--- src/rtl/mtc_thread_scheduler_pkg.sv ---
// Shared types and helpers for the MTC ptcalc thread scheduler.
// Sits alongside l0mdt_dataformats_svh in the l0mdt codebase.
package mtc_thread_scheduler_pkg;

  localparam int C_NUM_THREADS_DFLT    = 3;
  localparam int C_MAX_NUM_SL_DFLT     = 3;
  localparam int C_THREAD_TIMEOUT_DFLT = 64;

  typedef enum logic {
    THR_FREE = 1'b0,
    THR_BUSY = 1'b1
  } thr_state_e;

  // The channel index must also encode the extra "no thread" value.
  function automatic int mtc_sched_ch_w(input int num_threads);
    return $clog2(num_threads + 1);
  endfunction

  function automatic int mtc_sched_no_thread(input int num_threads);
    return num_threads;
  endfunction

  localparam int MTC_SCHED_NO_THREAD = mtc_sched_no_thread(C_NUM_THREADS_DFLT);

endpackage

--- src/rtl/mtc_thread_slot.sv ---
// One ptcalc thread: FREE/BUSY state, timeout timer, and the forced-release pulse.
module mtc_thread_slot
  import mtc_thread_scheduler_pkg::*;
#(
  parameter int c_THREAD_TIMEOUT = C_THREAD_TIMEOUT_DFLT
) (
  input  logic clock,
  input  logic rst_n,
  input  logic alloc,
  input  logic done,
  output logic busy,
  output logic timeout
);

  localparam int TW = $clog2(c_THREAD_TIMEOUT);

  thr_state_e      state, state_nxt;
  logic [TW-1:0]   timer, timer_nxt;

  always_ff @(posedge clock or negedge rst_n) begin
    if (!rst_n) begin
      state <= THR_FREE;
      timer <= '0;
    end else begin
      state <= state_nxt;
      timer <= timer_nxt;
    end
  end

  // A real done in the terminal cycle wins, so no error is raised for it.
  always_comb begin
    state_nxt = state;
    timer_nxt = timer;
    timeout   = 1'b0;
    case (state)
      THR_FREE: begin
        if (alloc) begin
          state_nxt = THR_BUSY;
          timer_nxt = '0;
        end
      end
      THR_BUSY: begin
        if (done) begin
          state_nxt = THR_FREE;
        end else if (timer == TW'(c_THREAD_TIMEOUT - 1)) begin
          state_nxt = THR_FREE;
          timeout   = 1'b1;
        end else begin
          timer_nxt = timer + 1'b1;
        end
      end
      default: state_nxt = THR_FREE;
    endcase
  end

  assign busy = (state == THR_BUSY);

endmodule

--- src/rtl/mtc_thread_scheduler.sv ---
// Allocates ptcalc threads to SL candidate lanes and tracks thread occupancy.
// Optional statistics counters are enabled with MTC_THREAD_SCHED_STATS_EN.
module mtc_thread_scheduler
  import mtc_thread_scheduler_pkg::*;
#(
  parameter int c_NUM_THREADS    = C_NUM_THREADS_DFLT,
  parameter int c_MAX_NUM_SL     = C_MAX_NUM_SL_DFLT,
  parameter int c_THREAD_TIMEOUT = C_THREAD_TIMEOUT_DFLT,
  parameter int CH_W             = mtc_sched_ch_w(c_NUM_THREADS)
) (
  input  logic                                 clock,
  input  logic                                 rst_n,
  input  logic [c_MAX_NUM_SL-1:0]              slc_valid,
  input  logic [c_NUM_THREADS-1:0]             thread_done,
  output logic [c_MAX_NUM_SL-1:0]              assign_valid,
  output logic [c_MAX_NUM_SL-1:0][CH_W-1:0]    assign_ch,
  output logic [c_MAX_NUM_SL-1:0]              assign_busy,
  output logic [c_NUM_THREADS-1:0]             thread_start,
  output logic [c_NUM_THREADS-1:0]             thread_busy,
  output logic [c_NUM_THREADS-1:0]             timeout_err,
`ifdef MTC_THREAD_SCHED_STATS_EN
  output logic [31:0]                          alloc_cnt,
  output logic [31:0]                          timeout_cnt,
  output logic [CH_W-1:0]                      peak_busy,
`endif
  output logic [15:0]                          drop_cnt
);

  localparam logic [CH_W-1:0] NO_THREAD = CH_W'(mtc_sched_no_thread(c_NUM_THREADS));
  localparam int DW = $clog2(c_MAX_NUM_SL + 1);

  logic [c_NUM_THREADS-1:0]           taken;
  logic [c_NUM_THREADS-1:0]           alloc_vec;
  logic [c_MAX_NUM_SL-1:0][CH_W-1:0]  lane_ch_nxt;
  logic [c_MAX_NUM_SL-1:0]            lane_hit_nxt;
  logic [DW-1:0]                      ndrop;
  logic [16:0]                        drop_sum;

  for (genvar t = 0; t < c_NUM_THREADS; t++) begin : g_slot
    mtc_thread_slot #(
      .c_THREAD_TIMEOUT(c_THREAD_TIMEOUT)
    ) u_slot (
      .clock   (clock),
      .rst_n   (rst_n),
      .alloc   (alloc_vec[t]),
      .done    (thread_done[t]),
      .busy    (thread_busy[t]),
      .timeout (timeout_err[t])
    );
  end

  // Only threads free at the start of the cycle are eligible, so a thread
  // released this cycle is naturally held back until the next one.
  always_comb begin
    taken        = thread_busy;
    alloc_vec    = '0;
    ndrop        = '0;
    lane_ch_nxt  = '0;
    lane_hit_nxt = '0;
    for (int l = 0; l < c_MAX_NUM_SL; l++) begin
      lane_ch_nxt[l] = NO_THREAD;
      if (slc_valid[l]) begin
        for (int t = 0; t < c_NUM_THREADS; t++) begin
          if (!lane_hit_nxt[l] && !taken[t]) begin
            lane_ch_nxt[l]  = CH_W'(t);
            lane_hit_nxt[l] = 1'b1;
            taken[t]        = 1'b1;
            alloc_vec[t]    = 1'b1;
          end
        end
        if (!lane_hit_nxt[l]) ndrop = ndrop + 1'b1;
      end
    end
  end

  assign drop_sum = {1'b0, drop_cnt} + 17'(ndrop);

  always_ff @(posedge clock or negedge rst_n) begin
    if (!rst_n) begin
      assign_valid <= '0;
      assign_busy  <= '0;
      thread_start <= '0;
      drop_cnt     <= '0;
      for (int l = 0; l < c_MAX_NUM_SL; l++) assign_ch[l] <= NO_THREAD;
    end else begin
      assign_valid <= slc_valid;
      assign_busy  <= lane_hit_nxt;
      assign_ch    <= lane_ch_nxt;
      thread_start <= alloc_vec;
      drop_cnt     <= drop_sum[16] ? 16'hFFFF : drop_sum[15:0];
    end
  end

`ifdef MTC_THREAD_SCHED_STATS_EN
  logic [32:0]     alloc_sum;
  logic [32:0]     timeout_sum;
  logic [CH_W-1:0] busy_pop;

  assign alloc_sum   = {1'b0, alloc_cnt} + 33'($countones(alloc_vec));
  assign timeout_sum = {1'b0, timeout_cnt} + 33'($countones(timeout_err));
  assign busy_pop    = CH_W'($countones(thread_busy));

  always_ff @(posedge clock or negedge rst_n) begin
    if (!rst_n) begin
      alloc_cnt   <= '0;
      timeout_cnt <= '0;
      peak_busy   <= '0;
    end else begin
      alloc_cnt   <= alloc_sum[32] ? 32'hFFFF_FFFF : alloc_sum[31:0];
      timeout_cnt <= timeout_sum[32] ? 32'hFFFF_FFFF : timeout_sum[31:0];
      if (busy_pop > peak_busy) peak_busy <= busy_pop;
    end
  end
`endif

endmodule

--- config.mk ---
export PLATFORM = sky130hd
export DESIGN_NAME = mtc_thread_scheduler
export DESIGN_NICKNAME = d
export VERILOG_FILES = /design/src/rtl/mtc_thread_scheduler_pkg.sv /design/src/rtl/mtc_thread_slot.sv /design/src/rtl/mtc_thread_scheduler.sv
export SDC_FILE = /design/constraint.sdc
export NUM_CORES = 1
export LEC_CHECK = 0
export BUFFER_PORTS_ARGS = -buffer_cell sky130_fd_sc_hd__buf_2
export CAP_MARGIN = 15
export CORE_MARGIN = 2
export CORE_UTILIZATION = 35
export DETAILED_ROUTE_END_ITERATION = 7
export PLACE_DENSITY = 0.54
export SETUP_SLACK_MARGIN = 0.05
export SKIP_LAST_GASP = 1
export SYNTH_ARGS = -nofsm -noshare
export SYNTH_HDL_FRONTEND = slang
export SYNTH_HIERARCHICAL = 1
export SYNTH_SLANG_ARGS = --single-unit
--- constraint.sdc ---
create_clock -name clock -period 3.1 [get_ports clock]
set_input_delay 0.93 -clock clock [delete_from_list [all_inputs] [get_ports clock]]
set_output_delay 0.93 -clock clock [all_outputs]
set_load 0.005 [all_outputs]
==> impl_metrics.ini, run 1 <==
[worst_hold_path]
min_from = g_slot[0].u_slot/timer[4]
hold_depth = 1
whs_endpoint = g_slot[0].u_slot/timer[4]
hold_class = reg -> reg

[worst_setup_path]
worst_setup_path_end_kind = flip-flop
cp-start-kind = input port
worst-r2r-cell-count = 14
critPathArrivalTime_ns = 3.05
critPathRequiredTime_ns = 3.30
criticalPathCategory = in -> reg
critPathMaxFanout = 5
rr_endpoint = drop_cnt[2]
worstReg2RegStart = g_slot[2].u_slot/busy
rrSetupSlack_ns = 0.29

[cts]
clkSlewWorstSetupHoldPaths_ns = 0.10
clkLatencyLatePin_ns = 0.31
cts_buffers = 5
cts-root-buf = clkbuf_8
postCtsSetupRepairBufs = 0
cts_tree = built
clock_sinks = 52
cts_max_level = 2
ctsHoldBuffers = 0
clockBufferDepth = 2

[global_routing]
grt.total_usage_pct = 14.8
grt_max_degree = 37
grt_pass1_wl_um = 10700
antenna_found_initial = 0
overflow = 0
grt_pass1_vias = 2237

[sta]
worst_pin_slew_ns = 0.657
finalWorstSetupSlack_ns = 0.257
min_period_ns = 2.84
finalHoldViolations = 0
report.final.setup_viol = 0
finalClockSkew_ns = 0.0111
grt_setup_unrepaired = false
slew_viol_final = 0
fin_crit_sh_pct = 91.7
fmax_mhz = 352
relSlewSlack_pct = 56.2

[synthesis]
synth_top_area_share_pct = 39.2
synth.area.top_cells = dfrtp_1, dfstp_2, o21ai_0
synth_cell_types = 48
async_reset_ff_share_pct = 100
seq_area_frac_synth_pct = 44.6
avgSynthCellArea_sq_um = 9.78
netlist_instances = 300
yosysMostFrequentCell = dfrtp_1
ys_warn_count = 6
synth_common_cells = dfrtp_1, nand2_1, o21ai_0
post-synth-top-area-cell = dfrtp_1
synth_seq_cells = 52
synth_ff_type = dfrtp_1
synth_nets = 315
netlist_area_sq_um = 2940
synth_edf_count = 0

[floorplanning]
coreArea_sq_um = 8180
start_util_pct = 35.9
die_h_um = 95.6
die_x_um = 95.6
num_rows = 33
boundaryPins = 45
die_area_sq_um = 9140

[detailed_routing]
post-route-drc-count = 0
vias = 2465
wl_per_cell_um = 13.7
first_pass_iters = 4
ant_nets = 0
route.met3.wl_um = 283
wirelength_um = 6370
drt_iter0_drc = 47
topRoutingLayerUsed = met4
drt-met1-wl_um = 3120
viasPerCell = 5.31
met2_length_um = 2900

[finish]
final_core_util_pct = 43.4
n_antenna_cell = 0
drive_gt1_share_pct = 27.6
area_growth_pct = 20.9
nNetsFinal = 373

[place]
dp_hpwl_um = 4660
dp_slack_ns = -0.106
gp_congestion = 0.818
port_buffers = 44

[status]
outcome = complete, no violations

[power]
p_leak_nw = 1.65
power_density_nw_per_um2 = 727
ir_worst_vdd_uv = 307

[flow_run]
max_cap_violations = 0
## repair_timing
item	4_1_cts	5_1_grt
resized for setup	0	2
endpoints found under the hold margin	0	0
endpoints found under the setup margin	0	13
## final cells by class
cell class                      count  area [sq um]
Inverter                           10          37.5
Tap cell                          105           131
Clock buffer                        5          68.8
Sequential cell                    52          1310
Timing Repair Buffer               65           394
Fill cell                         820          4630
Clock inverter                      3          90.1
Multi-Input combinational cell    224          1520
## routing by layer
layer | global-route usage, % | vias up
li1 | - | 1219
met1 | 21.0 | 1194
met2 | 22.7 | 47
met3 | 3.16 | 5
met4 | 3.93 | 0
met5 | 0 | -
## state kept, by name (all words and copies together) (netlist names)
register,flops
g_slot.u_slot/timer,18
drop_cnt,16
assign_ch,6
assign_busy,3
assign_valid,3
g_slot.u_slot/busy,3
thread_start,3
## per-stage QoR
| stage | hold slack, ns | instances | setup TNS, ns | power (mW) | instance area (sq um) |
|---|---|---|---|---|---|
| after floorplan | 0.478 | 300 | 0 | 1.62 | 2940 |
| after global placement | 0.501 | 456 | -0.111 | 1.94 | 3380 |
| after detailed placement | 0.507 | 456 | -1.16 | 1.96 | 3380 |
| final | 0.528 | 464 | 0 | 2.58 | 3550 |
| after global routing | 0.560 | 464 | 0 | 2.77 | 3550 |
| after CTS | 0.520 | 464 | 0 | 2.61 | 3540 |
## power breakdown
part,switching [mW],internal [mW]
registers,0.138,0.844
clock network,0.234,0.404
logic,0.530,0.429
total,0.902,1.68
## placed cells by master (no fill, tap or decap), drive strengths merged, types with 2 or more instances in the layout
cell / count
and4: 4
and2: 2
nor3b: 10
o211ai: 3
and3: 7
o31a: 2
and3b: 9
a211oi: 6
nand4: 3
xor2: 4
inv: 10
a21oi: 11
maj3: 5
nor4b: 2
nor3: 8
bufinv: 3
clkbuf: 5
nor2: 18
nand2: 30
nand3: 14
a211o: 3
buf: 65
o21ai: 24
a41oi: 2
nor2b: 2
dfstp: 6
and4b: 3
xnor2: 7
ha: 6
dfrtp: 46
nand2b: 8
a31oi: 14
a311oi: 7
## cell families (layout without fill, tap and decap cells)
logic type	Yosys count	in the layout	synth area share (%)
flops	52	52	44.6
xor+xnor	11	11	3.28
fa+ha+maj	12	12	4.94
mux	2	2	0.852
simple gates	124	124	25.2
compound gates	75	75	17.3
buf+inv	24	83	3.88
## how the worst max path moves through the flow
stage | from | endpoint | slack (ns) | depth (start not counted)
floorplan | slc_valid[1] | drop_cnt[6] | 0.09 | 11
global placement | slc_valid[1] | drop_cnt[6] | -0.04 | 10
detailed placement | slc_valid[1] | drop_cnt[6] | -0.11 | 13
CTS | slc_valid[1] | drop_cnt[2] | 0.22 | 13
global route | g_slot[0].u_slot/busy | drop_cnt[2] | 0.07 | 14
finish | slc_valid[1] | drop_cnt[2] | 0.26 | 12
## worst max-delay path: stages
cell and delay (ns):
buf_2 0.12, maj3_1 0.38, nor2_1 0.17, nor4b_2 0.09, xor2_1 0.17, ha_1 0.22, fa_1 0.41, nand2_1 0.14
nor2_2 0.08, nand3_1 0.11, buf_4 0.15, o21ai_0 0.07
Note: power is estimated with default switching activity, not from simulation.
==> inputs of run 2 (changes only) <==
Settings changed: ABC_AREA from default to 1.
==> impl_metrics.ini, run 2 <==
[status]
outcome = complete, no violations

[power]
power_density_nw_per_um2 = 676
ir_worst_vdd_uv = 264
p_leak_nw = 1.76

[flow_run]
max_cap_violations = 0

[cts]
cts_max_level = 2
cts_tree = built
clkSlewWorstSetupHoldPaths_ns = 0.10
clock_sinks = 52
clkLatencyLatePin_ns = 0.30
cts_buffers = 5
clockBufferDepth = 2
cts-root-buf = clkbuf_8

[synthesis]
synth_ff_type = dfrtp_1
synth_common_cells = nand2_1, dfrtp_1, nor2_1
post-synth-top-area-cell = dfrtp_1
ys_warn_count = 6
synth_top_area_share_pct = 41.4
synth_cell_types = 32
yosysMostFrequentCell = nand2_1
async_reset_ff_share_pct = 100
synth_seq_cells = 52
synth_nets = 354
netlist_area_sq_um = 2780
synth_edf_count = 0
seq_area_frac_synth_pct = 47.1
netlist_instances = 339
avgSynthCellArea_sq_um = 8.20
synth.area.top_cells = dfrtp_1, nand2_1, nand3_1

[detailed_routing]
first_pass_iters = 4
vias = 2391
wl_per_cell_um = 11.4
drt_iter0_drc = 111
wirelength_um = 5850
viasPerCell = 4.64
post-route-drc-count = 0
ant_nets = 0

[worst_hold_path]
hold_class = in -> async

[global_routing]
antenna_found_initial = 0
grt_max_degree = 23
grt.total_usage_pct = 14.5
grt_pass1_vias = 2273
grt_pass1_wl_um = 10200
overflow = 0

[worst_setup_path]
critPathSlowestCell = fa_2
cp-start-kind = input port
criticalPathCategory = in -> reg
critPathArrivalTime_ns = 3.07
critPathMaxFanout = 5
critPathRequiredTime_ns = 3.29
crit_path_cell_trace = buf_8 > nand3_2 > nand2_2 > nand3_2 > inv_2 > ha_4 > or2_4 > nand2_4 > xnor2_1 > inv_1 > ha_4 > fa_2 > nand2_2 > inv_4 > nand3_4 > nor3_1 > buf_4 > nand3b_1 > nand3_1
worst_setup_path_end_kind = flip-flop
cpPeakStageDelay_ns = 0.34

[place]
dp_hpwl_um = 4400
gp_congestion = 0.863
port_buffers = 44

[finish]
final_common_cell = nand2_1
final_core_util_pct = 45.1
area_growth_pct = 25.5
n_antenna_cell = 0
top_regs = g_slot.u_slot/timer: 18 flops, drop_cnt: 16 flops, assign_ch: 6 flops
nNetsFinal = 427
layout_common_cells = nand2_1, dfrtp_1, buf_2
top_register = g_slot.u_slot/timer
largest_register_ffs = 18
drive_gt1_share_pct = 29.1

[floorplanning]
die_h_um = 93.1
start_util_pct = 36.0
coreArea_sq_um = 7730
die_area_sq_um = 8670
die_x_um = 93.1
num_rows = 32
boundaryPins = 45

[sta]
fin_crit_sh_pct = 92.7
finalClockSkew_ns = 0.00787
whs_ns = 0.498
slew_viol_final = 0
worst_pin_slew_ns = 0.357
grt_setup_unrepaired = false
min_period_ns = 2.87
report.final.setup_viol = 0
relSlewSlack_pct = 76.1
finalHoldViolations = 0
fmax_mhz = 348
tns_ns = 0
run 2: changes by cell type after synthesis, sizes merged, moves of 8 or more:
cell	change
nand2	+78
a21oi	-10
a31oi	-11
and3b	-9
nand2b	-8
inv	+27
buf	-10
o21ai	-13
nand3	+27
nor2	+24
run 2: metrics by stage:
stage                     cells  instance area, sq um  worst slack, ns  power, mW
after floorplan             339                  2810           0.0104       1.54
after global placement      505                  3300           -0.237       1.92
after detailed placement    505                  3300           -0.293       1.93
after CTS                   514                  3410           0.0641       2.36
after global routing        515                  3490           0.0428       2.58
final                       515                  3490            0.226       2.36
run 2: logic make-up after synthesis:
group | share of synthesized area [%]
AND/OR/NAND/NOR | 36.0
flip-flops | 47.1
buffers and inverters | 5.40
AO/OA/AOI/OAI | 6.53
adder cells (fa/ha/maj) | 3.42
XOR/XNOR | 1.58
run 2: where the power goes:
part	internal [mW]	switching (mW)	total (mW)
registers	0.855	0.156	1.01
logic	0.412	0.529	0.941
clock network	0.181	0.226	0.407
run 2: worst max-delay path: cells and delay by family:
kind | cells | cell delay [ns]
buffers and inverters | 5 | 0.46
adders and majority gates | 3 | 0.71
xor gates and xnor gates | 1 | 0.11
and+or+nand+nor | 10 | 0.87
run 2: what timing repair did:
action	in CTS	in global routing
pin swaps	0	8
gates resized for setup	0	17
endpoints found under the setup margin	1	16
buffers inserted	0	1
gates cloned	1	0
hold buffers	0	0
run 2: layout make-up:
type                    instances  area (sq um)
multi-input cells             250          1420
fillers                       779          4240
well taps                     102           128
repair buffers                 66           395
flip-flops and latches         52          1310
clock buffers                   6          82.6
inverters                      37           141
clock inverters                 2          15.0
run 2: per-layer routing:
layer | share of wire (%) | wire length [um] | GRT usage, %
met2 | 47 | 2720 | 24.9
met1 | 49 | 2850 | 18.5
met4 | 1.0 | 59 | 4.04
met5 | 0 | 0 | 0
met3 | 3.7 | 219 | 3.14
run 2: path summary, 6_finish.rpt:
kind / cells past startpoint / slack (ns) / to / startpoint
worst max register to register: 18 / 0.32 / drop_cnt[10] / g_slot[0].u_slot/busy
max in group asynchronous: 2 / 1.95 / assign_ch[1] / rst_n
min in group clock: 2 / 0.54 / drop_cnt[4] / drop_cnt[4]
worst min register to register: 2 / 0.54 / drop_cnt[4] / drop_cnt[4]
worst max-delay path: 19 / 0.23 / drop_cnt[10] / slc_valid[0]
worst min-delay path: 1 / 0.50 / drop_cnt[6] / rst_n
==> inputs of run 3 (changes only) <==
Settings changed: CTS_CLUSTER_SIZE from default to 40, SLEW_MARGIN from default to 5.
Clock period 3.1 ns to 3.3 ns, I/O delays scaled along.
==> impl_metrics.ini, run 3 (synthesis results as in run 2) <==
[sta]
grt_setup_unrepaired = false
finalHoldViolations = 0
fmax_mhz = 323
worst_pin_slew_ns = 0.659
finalWorstSetupSlack_ns = 0.200
report.final.setup_viol = 0
min_period_ns = 3.10
slew_viol_final = 0
fin_crit_sh_pct = 93.9
relSlewSlack_pct = 56.1
finalClockSkew_ns = 0.0101

[place]
gp_congestion = 0.809
port_buffers = 44
dp_hpwl_um = 4390
dp_slack_ns = -0.172

[detailed_routing]
post-route-drc-count = 0
ant_nets = 0
drt_iter0_drc = 94
first_pass_iters = 4
wirelength_um = 5940
wl_per_cell_um = 11.7
viasPerCell = 4.75
vias = 2401

[power]
p_leak_nw = 1.73
power.total_mw = 2.23
ir_worst_vdd_uv = 275
power_density_nw_per_um2 = 657

[cts]
clockBufferDepth = 2
cts_buffers = 5
clock_sinks = 52
ctsHoldBuffers = 0
clkLatencyLatePin_ns = 0.31
clkSlewWorstSetupHoldPaths_ns = 0.10
cts_tree = built
cts_max_level = 2
cts-root-buf = clkbuf_8

[floorplanning]
num_rows = 32
die_h_um = 93.1
die_area_sq_um = 8670
die_x_um = 93.1
start_util_pct = 36.0
coreArea_sq_um = 7730
boundaryPins = 45

[worst_setup_path]
crit_path_cell_trace = buf_4 > nor2_4 > inv_1 > nand3_1 > inv_1 > ha_1 > or2_4 > nand2_4 > xnor2_1 > inv_1 > ha_4 > fa_2 > nand2_1 > inv_2 > nand3_4 > nor2_4 > nand2_2 > o21bai_1 > inv_1 > nor2_1
path_common_cell = inv_1
critPathSlowestCell = ha_1
criticalPathCategory = in -> reg
cp-start-kind = input port
critPathMaxFanout = 5
cpPeakStageDelay_ns = 0.26
critPathRequiredTime_ns = 3.55
worst_setup_path_end_kind = flip-flop
critPathArrivalTime_ns = 3.35

[global_routing]
grt_max_degree = 53
overflow = 0
grt.total_usage_pct = 14.4
grt_pass1_wl_um = 10100
grt_pass1_vias = 2273
antenna_found_initial = 0

[finish]
final_core_util_pct = 43.9
drive_gt1_share_pct = 25.2
area_growth_pct = 22.0
nNetsFinal = 418
largest_register_ffs = 18
n_antenna_cell = 0
top_register = g_slot.u_slot/timer
final_common_cell = nand2_1
top_regs = g_slot.u_slot/timer: 18 flops, drop_cnt: 16 flops, assign_ch: 6 flops
layout_common_cells = nand2_1, dfrtp_1, buf_2

[worst_hold_path]
hold_class = reg -> reg

[status]
outcome = complete, no violations

[flow_run]
max_cap_violations = 0
run 3: cell type report:
cell class	count	area (sq um)
fillers	789	4340
multi-input cells	250	1380
flip-flops and latches	52	1310
repair buffers	57	320
inverters	37	139
well taps	102	128
clock buffers	5	68.8
clock inverters	3	46.3
run 3: routing by layer:
metal	wire (um)	up-vias	track usage [%]
li1	-	1228	-
met4	40	0	3.31
met1	2740	1126	18.1
met5	0	-	0
met2	2890	42	25.3
met3	274	5	3.22
run 3: path summary, 6_finish.rpt:
check,slack (ns),end,startpoint,cells past startpoint
max,0.20,drop_cnt[14],slc_valid[0],20
min,0.55,drop_cnt[4],drop_cnt[4],2
max reg2reg,0.48,drop_cnt[14],g_slot[1].u_slot/busy,19
min reg2reg,0.55,drop_cnt[4],drop_cnt[4],2
max in group asynchronous,2.07,g_slot[2].u_slot/timer[2],rst_n,2
min in group asynchronous,0.79,drop_cnt[8],rst_n,2
run 3: repair_timing:
item | 4_1_cts | 5_1_grt
hold endpoints to repair | 0 | 0
endpoints found under the setup margin | 0 | 16
resized for setup | 0 | 8
setup buffers | 0 | 1
run 3: report_power, final:
group	leakage, nW	total, mW	switching (mW)	internal (mW)
registers	0.665	0.947	0.144	0.803
clock network	0.0548	0.451	0.222	0.229
logic	1.01	0.830	0.482	0.349
run 3: worst max-delay path, delay by kind of cell:
kind,cells,cell delay [ns]
AND/OR/NAND/NOR,9,1.03
adder cells (fa/ha/maj),3,0.61
buffers and inverters,6,0.48
AO/OA/AOI/OAI,1,0.15
XOR/XNOR,1,0.07
run 3: stage by stage:
step           cell area, sq um  TNS [ns]  std cells  hold WS (ns)
2_1_floorplan              2800         0        339         0.505
3_3_place_gp               3220     -1.38        496         0.514
6_report                   3390         0        506         0.552
5_1_grt                    3390         0        506         0.609
4_1_cts                    3340         0        504         0.556
3_5_place_dp               3220     -2.23        496         0.532
